File: src/rtl/uart_cmd_arbiter_pkg.sv
// uart_pkg: shared definitions for the UART command arbiter.
//   - Command packet field positions (R/W, address, data).
//   - R/W bit encodings.
//   - Arbiter FSM state type.
package uart_pkg;

    localparam int CMD_RW_BIT   = 15;
    localparam int CMD_ADDR_MSB = 14;
    localparam int CMD_ADDR_LSB = 8;
    localparam int CMD_DATA_MSB = 7;
    localparam int CMD_DATA_LSB = 0;

    localparam logic CMD_RD = 1'b0;
    localparam logic CMD_WR = 1'b1;

    typedef enum logic [1:0] {
        ST_IDLE,
        ST_ISSUE,
        ST_WAIT_RD
    } arb_state_t;

endpackage

File: src/rtl/uart_cmd_arbiter_if.sv
// uart_cmd_arbiter_if: requester and UART-side handshake bundle.
//   Requester side : req_valid, req_cmd, req_ready, rsp_valid, rsp_data, rsp_err
//   UART side      : uart_cmd, uart_valid, uart_ready, uart_read_data, uart_read_valid
//   master modport : the arbiter's view
//   slave modport  : the view of the surrounding requesters / UART interface
interface uart_cmd_arbiter_if #(
    parameter int NUM_REQ     = 4,
    parameter int DATA_WIDTH  = 8,
    parameter int CMD_PKT_LEN = 16
);

    logic [NUM_REQ-1:0]             req_valid;
    logic [NUM_REQ*CMD_PKT_LEN-1:0] req_cmd;
    logic [NUM_REQ-1:0]             req_ready;
    logic [NUM_REQ-1:0]             rsp_valid;
    logic [DATA_WIDTH-1:0]          rsp_data;
    logic                           rsp_err;
    logic [CMD_PKT_LEN-1:0]         uart_cmd;
    logic                           uart_valid;
    logic                           uart_ready;
    logic [DATA_WIDTH-1:0]          uart_read_data;
    logic                           uart_read_valid;

    modport master (
        input  req_valid, req_cmd, uart_ready, uart_read_data, uart_read_valid,
        output req_ready, rsp_valid, rsp_data, rsp_err, uart_cmd, uart_valid
    );

    modport slave (
        output req_valid, req_cmd, uart_ready, uart_read_data, uart_read_valid,
        input  req_ready, rsp_valid, rsp_data, rsp_err, uart_cmd, uart_valid
    );

endinterface

File: src/rtl/uart_cmd_arbiter_rr_arbiter.sv
// rr_arbiter: combinational round-robin pick.
//   req_valid  : per-requester request
//   last_grant : index of the most recent grant; search starts just after it
//   grant      : one-hot winner (all zero when nobody requests)
//   grant_idx  : encoded winner index
//   grant_any  : at least one requester is valid
module rr_arbiter
    import uart_pkg::*;
#(
    parameter int NUM_REQ = 4,
    parameter int IDX_W   = $clog2(NUM_REQ)
) (
    input  logic [NUM_REQ-1:0] req_valid,
    input  logic [IDX_W-1:0]   last_grant,
    output logic [NUM_REQ-1:0] grant,
    output logic [IDX_W-1:0]   grant_idx,
    output logic               grant_any
);

    logic [IDX_W-1:0] cand;

    always_comb begin
        grant     = '0;
        grant_idx = '0;
        grant_any = 1'b0;
        cand      = '0;
        // Offsets 1..NUM_REQ visit every requester once, ending on last_grant itself.
        for (int unsigned i = 1; i <= NUM_REQ; i++) begin
            cand = IDX_W'((i + 32'(last_grant)) % NUM_REQ);
            if (!grant_any && req_valid[cand]) begin
                grant_any   = 1'b1;
                grant[cand] = 1'b1;
                grant_idx   = cand;
            end
        end
    end

endmodule

File: src/rtl/uart_cmd_arbiter.sv
// uart_cmd_arbiter: shares one UART interface command port between NUM_REQ
// requesters with round-robin priority; one command in flight at a time.
//   clk, rst : clock, synchronous active-high reset
//   bus      : uart_cmd_arbiter_if.master
//              requester side: req_valid/req_cmd/req_ready, rsp_valid/rsp_data/rsp_err
//              UART side     : uart_cmd/uart_valid/uart_ready, uart_read_data/uart_read_valid
module uart_cmd_arbiter
    import uart_pkg::*;
#(
    parameter int NUM_REQ     = 4,
    parameter int DATA_WIDTH  = 8,
    parameter int CMD_PKT_LEN = 16,
    parameter int RD_TIMEOUT  = 50_000
) (
    input  logic               clk,
    input  logic               rst,
    uart_cmd_arbiter_if.master bus
);

    localparam int IDX_W = $clog2(NUM_REQ);
    localparam int CNT_W = $clog2(RD_TIMEOUT);

    arb_state_t             state;
    logic [CMD_PKT_LEN-1:0] cmd_q;
    logic [IDX_W-1:0]       grant_q;
    logic [IDX_W-1:0]       last_grant;
    logic [CNT_W-1:0]       tmo_cnt;

    logic [NUM_REQ-1:0]     pick_oh;
    logic [IDX_W-1:0]       pick_idx;
    logic                   pick_any;
    logic [CMD_PKT_LEN-1:0] pick_cmd;

    rr_arbiter #(
        .NUM_REQ (NUM_REQ),
        .IDX_W   (IDX_W)
    ) u_rr (
        .req_valid  (bus.req_valid),
        .last_grant (last_grant),
        .grant      (pick_oh),
        .grant_idx  (pick_idx),
        .grant_any  (pick_any)
    );

    always_comb begin
        pick_cmd = '0;
        for (int unsigned i = 0; i < NUM_REQ; i++) begin
            if (pick_idx == IDX_W'(i)) begin
                pick_cmd = bus.req_cmd[i*CMD_PKT_LEN +: CMD_PKT_LEN];
            end
        end
    end

    assign bus.req_ready = (state == ST_IDLE && !rst) ? pick_oh : '0;
    // The latched command is what the UART sees, so uart_cmd is registered by construction.
    assign bus.uart_cmd  = cmd_q;

    always_ff @(posedge clk) begin
        if (rst) begin
            state          <= ST_IDLE;
            cmd_q          <= '0;
            grant_q        <= '0;
            last_grant     <= IDX_W'(NUM_REQ - 1);
            tmo_cnt        <= '0;
            bus.uart_valid <= 1'b0;
            bus.rsp_valid  <= '0;
            bus.rsp_data   <= '0;
            bus.rsp_err    <= 1'b0;
        end else begin
            bus.rsp_valid <= '0;
            case (state)
                ST_IDLE: begin
                    if (pick_any) begin
                        cmd_q          <= pick_cmd;
                        grant_q        <= pick_idx;
                        last_grant     <= pick_idx;
                        bus.uart_valid <= 1'b1;
                        state          <= ST_ISSUE;
                    end
                end
                ST_ISSUE: begin
                    if (bus.uart_ready) begin
                        bus.uart_valid <= 1'b0;
                        if (cmd_q[CMD_RW_BIT] == CMD_WR) begin
                            state <= ST_IDLE;
                        end else begin
                            tmo_cnt <= '0;
                            state   <= ST_WAIT_RD;
                        end
                    end
                end
                ST_WAIT_RD: begin
                    // Data is checked first so it wins over a same-cycle expiry.
                    if (bus.uart_read_valid) begin
                        bus.rsp_valid[grant_q] <= 1'b1;
                        bus.rsp_data           <= bus.uart_read_data;
                        bus.rsp_err            <= 1'b0;
                        state                  <= ST_IDLE;
                    end else if (tmo_cnt == CNT_W'(RD_TIMEOUT - 1)) begin
                        bus.rsp_valid[grant_q] <= 1'b1;
                        bus.rsp_data           <= '0;
                        bus.rsp_err            <= 1'b1;
                        state                  <= ST_IDLE;
                    end else if (tmo_cnt != '1) begin
                        tmo_cnt <= tmo_cnt + CNT_W'(1);
                    end
                end
                default: state <= ST_IDLE;
            endcase
        end
    end

endmodule
File: src/flat_wrapper.sv
// flat-port wrapper written by rule: the top's interface ports become plain ports
module uart_cmd_arbiter_flat import uart_pkg::*;
#(
    parameter int NUM_REQ     = 4,
    parameter int DATA_WIDTH  = 8,
    parameter int CMD_PKT_LEN = 16,
    parameter int RD_TIMEOUT  = 50_000
)
  (clk, rst, bus_req_valid, bus_req_cmd, bus_uart_ready, bus_uart_read_data, bus_uart_read_valid, bus_req_ready, bus_rsp_valid, bus_rsp_data, bus_rsp_err, bus_uart_cmd, bus_uart_valid);
  uart_cmd_arbiter_if #(.NUM_REQ(NUM_REQ), .DATA_WIDTH(DATA_WIDTH), .CMD_PKT_LEN(CMD_PKT_LEN)) bus_i ();
  input  logic clk;
  input  logic rst;
  input wire logic [$bits(bus_i.req_valid)-1:0] bus_req_valid;
  input wire logic [$bits(bus_i.req_cmd)-1:0] bus_req_cmd;
  input wire logic [$bits(bus_i.uart_ready)-1:0] bus_uart_ready;
  input wire logic [$bits(bus_i.uart_read_data)-1:0] bus_uart_read_data;
  input wire logic [$bits(bus_i.uart_read_valid)-1:0] bus_uart_read_valid;
  output wire logic [$bits(bus_i.req_ready)-1:0] bus_req_ready;
  output wire logic [$bits(bus_i.rsp_valid)-1:0] bus_rsp_valid;
  output wire logic [$bits(bus_i.rsp_data)-1:0] bus_rsp_data;
  output wire logic [$bits(bus_i.rsp_err)-1:0] bus_rsp_err;
  output wire logic [$bits(bus_i.uart_cmd)-1:0] bus_uart_cmd;
  output wire logic [$bits(bus_i.uart_valid)-1:0] bus_uart_valid;
  assign bus_i.req_valid = bus_req_valid;
  assign bus_i.req_cmd = bus_req_cmd;
  assign bus_i.uart_ready = bus_uart_ready;
  assign bus_i.uart_read_data = bus_uart_read_data;
  assign bus_i.uart_read_valid = bus_uart_read_valid;
  assign bus_req_ready = bus_i.req_ready;
  assign bus_rsp_valid = bus_i.rsp_valid;
  assign bus_rsp_data = bus_i.rsp_data;
  assign bus_rsp_err = bus_i.rsp_err;
  assign bus_uart_cmd = bus_i.uart_cmd;
  assign bus_uart_valid = bus_i.uart_valid;
  uart_cmd_arbiter #(.NUM_REQ(NUM_REQ), .DATA_WIDTH(DATA_WIDTH), .CMD_PKT_LEN(CMD_PKT_LEN), .RD_TIMEOUT(RD_TIMEOUT)) u_core (.clk(clk), .rst(rst), .bus(bus_i));
endmodule
File: config.mk
export PLATFORM = sky130hd
export DESIGN_NAME = uart_cmd_arbiter_flat
export DESIGN_NICKNAME = d
export VERILOG_FILES = /design/src/rtl/uart_cmd_arbiter_pkg.sv /design/src/rtl/uart_cmd_arbiter_if.sv /design/src/rtl/uart_cmd_arbiter_rr_arbiter.sv /design/src/rtl/uart_cmd_arbiter.sv /design/src/flat_wrapper.sv
export SDC_FILE = /design/constraint.sdc
export NUM_CORES = 1
export LEC_CHECK = 0
export CORE_ASPECT_RATIO = 1.1
export CORE_UTILIZATION = 40
export CTS_BUF_LIST = sky130_fd_sc_hd__clkbuf_4 sky130_fd_sc_hd__clkbuf_8
export DETAILED_ROUTE_END_ITERATION = 10
export GPL_TIMING_DRIVEN = 0
export PLACE_DENSITY = 0.72
export SYNTH_ARGS = -nofsm -noshare
export SYNTH_HDL_FRONTEND = slang
export SYNTH_HIERARCHICAL = 1
export SYNTH_SLANG_ARGS = --single-unit
File: constraint.sdc
create_clock -name clk -period 5.6 [get_ports clk]
set_input_delay 0.84 -clock clk [delete_from_list [all_inputs] [get_ports clk]]
set_output_delay 0.84 -clock clk [all_outputs]
set_load 0.03 [all_outputs]
Word-level counts from Yosys, hierarchy flattened. Cells that the tools add are included.

Memories kept: 0. Memory bits (writable): 0. Bits in latches: 0. Word-level logic and storage cells: 122. Bits in read-only memories: 0. Bits in registers: 52. Input port bits: 80. Output and inout port bits: 34.

$lt $le $gt $ge: 10. Muxes and demuxes: 56. Reduce and logical (&&, ||, !) cells: 24. Divide/modulo/power cells: 0. Bitwise logic cells: 4. Equal/unequal tests: 14. Shift-type cells: 0. Add/subtract/negate cells: 5. Multiply operators: 0.

Operators by type and width (number): 16-bit two-way mux (9); 16-bit one-hot mux with 2 select lines (1); 4-bit two-way mux (7); 2-bit two-way mux (9); 1-bit two-way mux (17); 16-bit by 1-bit adder with 16-bit output (second input constant) (1); 16-bit equality test (second input constant) (1); 8-bit two-way mux (2); 16-bit != test (second input constant) (1); 2-bit by 3-bit < comparator with 1-bit output (second input constant) (5); 4-bit bitwise OR (3); 1-bit demux with 2-bit select (5); 2-bit by 1-bit >= comparator with 1-bit output (second input constant) (5); 1-bit logical AND (9); 1-bit binary-select mux with 2-bit select (4); 2-bit != test (second input constant) (4); 2-bit equality test (second input constant) (3); 2-bit one-hot mux with 3 select lines (1); 3-bit AND reduction (2); 6-bit AND reduction (1); 2-bit nonzero test (3); 1-bit by 2-bit adder with 2-bit output (first input constant) (2); 2-bit adder (first input constant) (2); 2-bit by 1-bit equality test with 1-bit output (second input constant) (2); other kinds (8) (14).

Depth between registers and ports, before layout.
Word-level depth: 18. Mapped depth: 14. Gate-level depth less buffers: 9.

By module. The synthesis kept the hierarchy.

Modules (own cells, without submodules): uart_cmd_arbiter (area an instance 2593.7 um2, cells each 290, times used 1, sequential area each 1041.0 um2); rr_arbiter (area an instance 629.4 um2, cells each 86, times used 1, sequential area each 0.0 um2).

Least setup slack after synthesis. OpenSTA, ideal clock, no wires.

Path type: register to register. Start: reg u_core.last_grant[0]. End: reg u_core.cmd_q[10] (netlist: u_core/bus.uart_cmd[10]). Library setup time: 132 ps. Arrival: 3314 ps. Slack: 2154 ps. Stages on the path, launching flop included: 15. Data required time: 5468 ps. Cell sequence: dfxtp_1 > buf_6 > buf_2 > inv_1 > ha_1 > clkbuf_1 > a21oi_1 > a211oi_1 > a311o_1 > a221oi_1 > buf_2 > buf_2 > mux4_2 > nand2_1 > a21oi_1.

Word-level cells in the longest chain between the ends: 18. Elaborated cells between the ends (all ways): 35.

Ends and longest elaborated chain: start, declared (RTL line uart_cmd_arbiter.sv:26) `logic [IDX_W-1:0] last_grant;`; start signal, assigned (RTL line uart_cmd_arbiter.sv:63) `last_grant <= IDX_W'(NUM_REQ - 1);`; start signal, assigned (RTL line uart_cmd_arbiter.sv:76) `last_grant <= pick_idx;`; 1-bit by 2-bit adder with 2-bit output (RTL line uart_cmd_arbiter_rr_arbiter.sv:29) `cand = IDX_W'((i + 32'(last_grant)) % NUM_REQ);`; 1-bit binary-select mux with 2-bit select (RTL line uart_cmd_arbiter_rr_arbiter.sv:30) `if (!grant_any && req_valid[cand]) begin`; 1-bit two-way mux (implied by the code) (RTL line uart_cmd_arbiter_rr_arbiter.sv:30); 1-bit two-way mux (RTL line uart_cmd_arbiter_rr_arbiter.sv:30); 1-bit zero test (RTL line uart_cmd_arbiter_rr_arbiter.sv:30); 1-bit logical AND (RTL line uart_cmd_arbiter_rr_arbiter.sv:30); 1-bit two-way mux (RTL line uart_cmd_arbiter_rr_arbiter.sv:30); 1-bit zero test (RTL line uart_cmd_arbiter_rr_arbiter.sv:30); 1-bit logical AND (RTL line uart_cmd_arbiter_rr_arbiter.sv:30); 1-bit two-way mux (RTL line uart_cmd_arbiter_rr_arbiter.sv:30); 1-bit zero test (RTL line uart_cmd_arbiter_rr_arbiter.sv:30); 1-bit logical AND (RTL line uart_cmd_arbiter_rr_arbiter.sv:30); 2-bit two-way mux (*) (RTL line uart_cmd_arbiter_rr_arbiter.sv:30); named net u_core.pick_idx[0] (RTL line uart_cmd_arbiter.sv:30) `logic [IDX_W-1:0] pick_idx;`; 2-bit zero test (RTL line uart_cmd_arbiter.sv:48) `if (pick_idx == IDX_W'(i)) begin`; 16-bit two-way mux (3 in series) (RTL line uart_cmd_arbiter.sv:48); 16-bit two-way mux (*) (RTL line uart_cmd_arbiter.sv:48); end signal, assigned (RTL line uart_cmd_arbiter.sv:74) `cmd_q <= pick_cmd;`; end, declared (RTL line uart_cmd_arbiter.sv:24) `logic [CMD_PKT_LEN-1:0] cmd_q;`.

Mark *: on every way through the listed nets, which the timed path passes. The rest lies on a longest branch. The select of a mux whose other input is x is not followed. A chain may end at the register's enable or synchronous reset.

Worst setup path in the final report.
Start: reg u_core.last_grant[0]. End: out bus_req_ready[2].

Word-level cells in the longest chain between the ends: 14. Elaborated cells between the ends (all ways): 49.

Ends and longest elaborated chain: branches (longest 12 deep; another with 2-bit by 3-bit < comparator with 1-bit output); 4-bit two-way mux (*) (RTL line uart_cmd_arbiter_rr_arbiter.sv:30); named net u_core.pick_oh[2] (RTL line uart_cmd_arbiter.sv:29) `logic [NUM_REQ-1:0] pick_oh;`; 4-bit two-way mux (*) (RTL line uart_cmd_arbiter.sv:54) `assign bus.req_ready = (state == ST_IDLE && !rst) ? pick_oh : '0;`; end, declared (RTL line flat_wrapper.sv:18) `output wire logic [$bits(bus_i.req_ready)-1:0] bus_req_ready;`.

Mark *: on every way through the listed nets, which the timed path passes. The select of a mux whose other input is x is not followed.

==> results list <==
* Clock latency on the worst-skew pair: approximately 310 ps
- Dividing the synthesized area by the synthesized cell count gives 8.57 um^2.
- Relative contribution of combinational cells to total power: 0.434
- Counting tap cells, the placed design contains a total of 592 instances.
* Number of enable flip-flop cells after synthesis: 0
- Number of global-route vias before repair: 3056
- In this run, distinct cell masters in the synthesized netlist total 55.
- Path depth of the worst reg2reg path: 13
* Critical path startpoint category: flop
- Cts hold-fix bufs: 0
- Mapped Area: 3220 um^2
- Worst-case hold slack: 463 ps
- Maximum frequency from static timing analysis: ~0.22 GHz
- Largest cells by area after synthesis: dfxtp_1 (32%), mux4_2 (13%), nand2_1 (6.4%)
- Placement-stage cell area: 4470 um^2
* Remaining Overflow, GRT: 0
* Total wire length after detailed routing: 8.66 mm
- Cell internal power was estimated by the tool at 0.799 mW.
* Synthesized netlist cell count: 376
* Final Hold Violating Endpoints: 0
- Of the total synthesized cell area, the portion taken by AND, OR, NAND and NOR gates is 0.225.
* Crit path largest cell delay: slightly below 600 ps
- Clock tree from TritonCTS: built
* Crit path time final: 4630 ps
- Among all stages on the critical path, the largest delay is contributed by clkdlybuf4s50_1.
* Share of Yosys cell area claimed by the top area cell type: 0.323
- Max FO, Critical Path: 10
- Worst setup path category: flop to primary output
- Post-CTS Setup Repair Bufs: 0
- For this design the top-level I/O count stands at 114.
* Total iterations of the first detailed-routing run: 4
- Residual DRC count: 0
* Maximum number of pins on one net before global-route repair: 18
- Worst Skew: 14.1 ps
- The first global-routing pass estimated between 10 and 15 mm of wire.
* Total leakage power: around 1.6 nW
- At the end of routability-driven placement, the weighted congestion stood at roughly 0.9.
- The finished cells cover 4580 um^2.
- Of the total synthesized cell area, the portion taken by XOR and XNOR cells is 0.
- In this run the register-to-register setup slack is 1640 ps.
- In this run the tightest slew margin relative to its limit is 0.602.
* Initial antenna violation count: 0
- Width of the die: between 80 and 90 um
- Number of clock sinks: 52
- Compared with the post-synthesis result, the final layout area differs by 42.1%.
- CP most frequent cell: inv_1
- Clock tree synthesis inserted a total of 5 buffers.
- Fin cells: 600
- Of the total power, registers draw 0.349.
* Vias after detailed routing: 3333
- Hold path startpoint: u_core/bus.uart_cmd[12]$_SDFFE_PP0P_
- Core Area: 7640 um^2
- Register bit count reported by yosys: 52
- Critical R2R Capture: u_core/bus.uart_cmd[15]$_SDFFE_PP0P_
- Switching power: about 0.43 mW
* Count of pins over their slew limit: 0
- Sequential share of the synthesized area: 0.323
- The min-delay analysis places its worst path in the category flop to flop.
- The compound-gate portion of the synthesized area is 0.221.
- PD cells: between 200 and 300 nW/um^2
- For the final routed database, the setup TNS stands at 0 ps.
- In this run the core area contains 33 standard-cell rows.
* Fraction of synthesized area in multiplexers: 0.139
* Main combinational cell family by area after synthesis: simple AND/OR/NAND/NOR gates
- Post-DRT Antenna Nets: 0
- Inserted Diodes: 0
* Status: complete, no violations
- Share of flip-flops with an asynchronous set or reset after synthesis: 0
- IR analysis of the VDD net gives a maximum drop of 0.000142 V.
- The tree is rooted in a clkbuf_8.
* Setup repair after global routing missed its margin: false
- Using the TritonRoute via totals, the vias-per-cell ratio works out to 5.56.
* Count of max-cap constraint violations: 0
- Once the clock tree was built, the resizer swapped 0 gates to a different size.
* Cell family contributing the most delay on the critical path: buffers and inverters
* Final period util: 0.827
- Worst Hold End: u_core/bus.uart_cmd[12]$_SDFFE_PP0P_
- The die covers 8420 um^2.
* DR iter-0 viols: 119
- Clock transition time at the flip-flop clock pins of the worst setup and hold paths: 100 ps
- The final layout contains around 580 nets.
* Detail Placement HPWL: approximately 6.8 mm
* Switching Fraction: 0.351
* Layout cell share with drive strength beyond 1: 0.0889
- The synthesized design spends more area on one cell type than any other, namely dfxtp_1.
- Counting instances, the worst hold path has a depth of 2.
- STA classifies the critical path endpoint as a primary output.
* Total nets after synthesis: 465
- In the layout the commonest cells are clkdlybuf4s50_1 (111), nand2_1 (55), dfxtp_1 (52), a21oi_1 (35), nor2_1 (27).
- I/O Buffers: approximately 110
- Worst-path cell chain: buf_6 -> buf_2 -> inv_1 -> ha_1 -> clkbuf_1 -> inv_1 -> a31oi_1 -> o31ai_1 -> or3_1 -> and2_1 -> clkdlybuf4s50_1
* Worst Path Arrival: 3790 ps
- Number of buffers on the longest clock path: 2
- For this configuration, the core starts out at a cell density of 0.422.
- At the worst endpoint, the required time is around 4800 ps.
* Most frequent standard cell in the layout excluding fill and tap cells: clkdlybuf4s50_1
- Depth of the CTS H-tree: 2
* Buffers and inverters on the worst path: 6
- Of the total synthesized cell area, the portion taken by full adders, half adders and majority gates is 0.0349.
- Reg2reg start: u_core/last_grant[0]$_SDFFE_PP1P_
- The most used flip-flop cell after synthesis is dfxtp_1.
- Setup violations remaining at the end of the flow were counted as 0.
- In the final routed layout, each cell accounts on average for 14.4 um.
- Overall fraction of global-route tracks in use: 0.213
- Overall power consumption after layout is estimated at roughly 1.2 mW.
* Clock network fraction of total power: 0.217
- In this run the vertical extent of the chip is 96.1 um.
- At the pin with the least slew margin, the transition time is 580 ps.
- Warnings, synthesis: 6
metal layers:
layer | part of all wire | global-route usage
met5 | 0 | 0
met4 | 0.0081 | 0.0492
met3 | 0.069 | 0.0540
met2 | 0.50 | 0.365
met1 | 0.43 | 0.269
sequential cells by signal, summed over array words and instances (netlist names):
| register | cells |
|---|---|
| u_core/bus.rsp_data | 8 |
| u_core/bus.uart_valid | 1 |
| u_core/bus.uart_cmd | 16 |
| u_core/tmo_cnt | 16 |
| u_core/state | 2 |
| u_core/bus.rsp_valid | 4 |
| u_core/last_grant | 2 |
| u_core/bus.rsp_err | 1 |
| u_core/grant_q | 2 |
cell usage after synthesis (8+ instances only):
cell and n:
nand2_1 55, dfxtp_1 52, a21oi_1 35, nor2_1 27
clkbuf_1 19, mux4_2 18, nand4_1 14, inv_1 11
o21ai_0 11, a22oi_1 9, ha_1 9, nand3_1 9
o31ai_1 9, a31oi_1 8
logic make-up after synthesis:
group,Yosys count
AOI/OAI and AO/OA,106
DFF,52
adders and majority gates,9
and+or+nand+nor,147
buffers and inverters,40
muxes,22
metrics by stage:
step                       util  worst slack (ps)
after floorplan               -              2150
after global placement    0.585              1310
after detailed placement  0.585              1340
after CTS                 0.600               977
after global routing      0.600               754
final                     0.600               971
worst max-delay path by stage:
stage	cells after the start	from	endpoint	slack [ps]
finish	11	u_core/last_grant[0]$_SDFFE_PP1P_	bus_req_ready[2]	970
global route	11	u_core/last_grant[0]$_SDFFE_PP1P_	bus_req_ready[3]	750
CTS	11	u_core/last_grant[0]$_SDFFE_PP1P_	bus_req_ready[2]	980
detailed placement	11	u_core/last_grant[0]$_SDFFE_PP1P_	bus_req_ready[2]	1340
global placement	11	u_core/last_grant[0]$_SDFFE_PP1P_	bus_req_ready[2]	1310
floorplan	14	u_core/last_grant[0]$_SDFFE_PP1P_	u_core/bus.uart_cmd[10]$_SDFFE_PP0P_	2150
cell type report:
type	count	area, um^2
Inverter	11	41.3
Multi-Input combinational cell	284	2000
Sequential cell	52	1040
Fill cell	664	3060
Clock inverter	3	46.3
Tap cell	105	131
Buffer	29	145
Timing Repair Buffer	111	1110
Clock buffer	5	68.8
tightest hold or removal path: cells and delay by family, from the launching register on:
kind	cells	cell delay, ps
AO/OA/AOI/OAI	1	50
flip-flops	1	330
AND/OR/NAND/NOR	1	50
power groups by stage:
stage	Clock, mW	Combinational [mW]	Sequential [mW]
3_5_place_dp	0	0.536	0.438
5_1_grt	0.285	0.580	0.434
6_report	0.267	0.535	0.429
3_3_place_gp	0	0.533	0.437
4_1_cts	0.274	0.538	0.430
2_1_floorplan	0	0.309	0.483
Note: power is estimated with default switching activity, not from simulation.
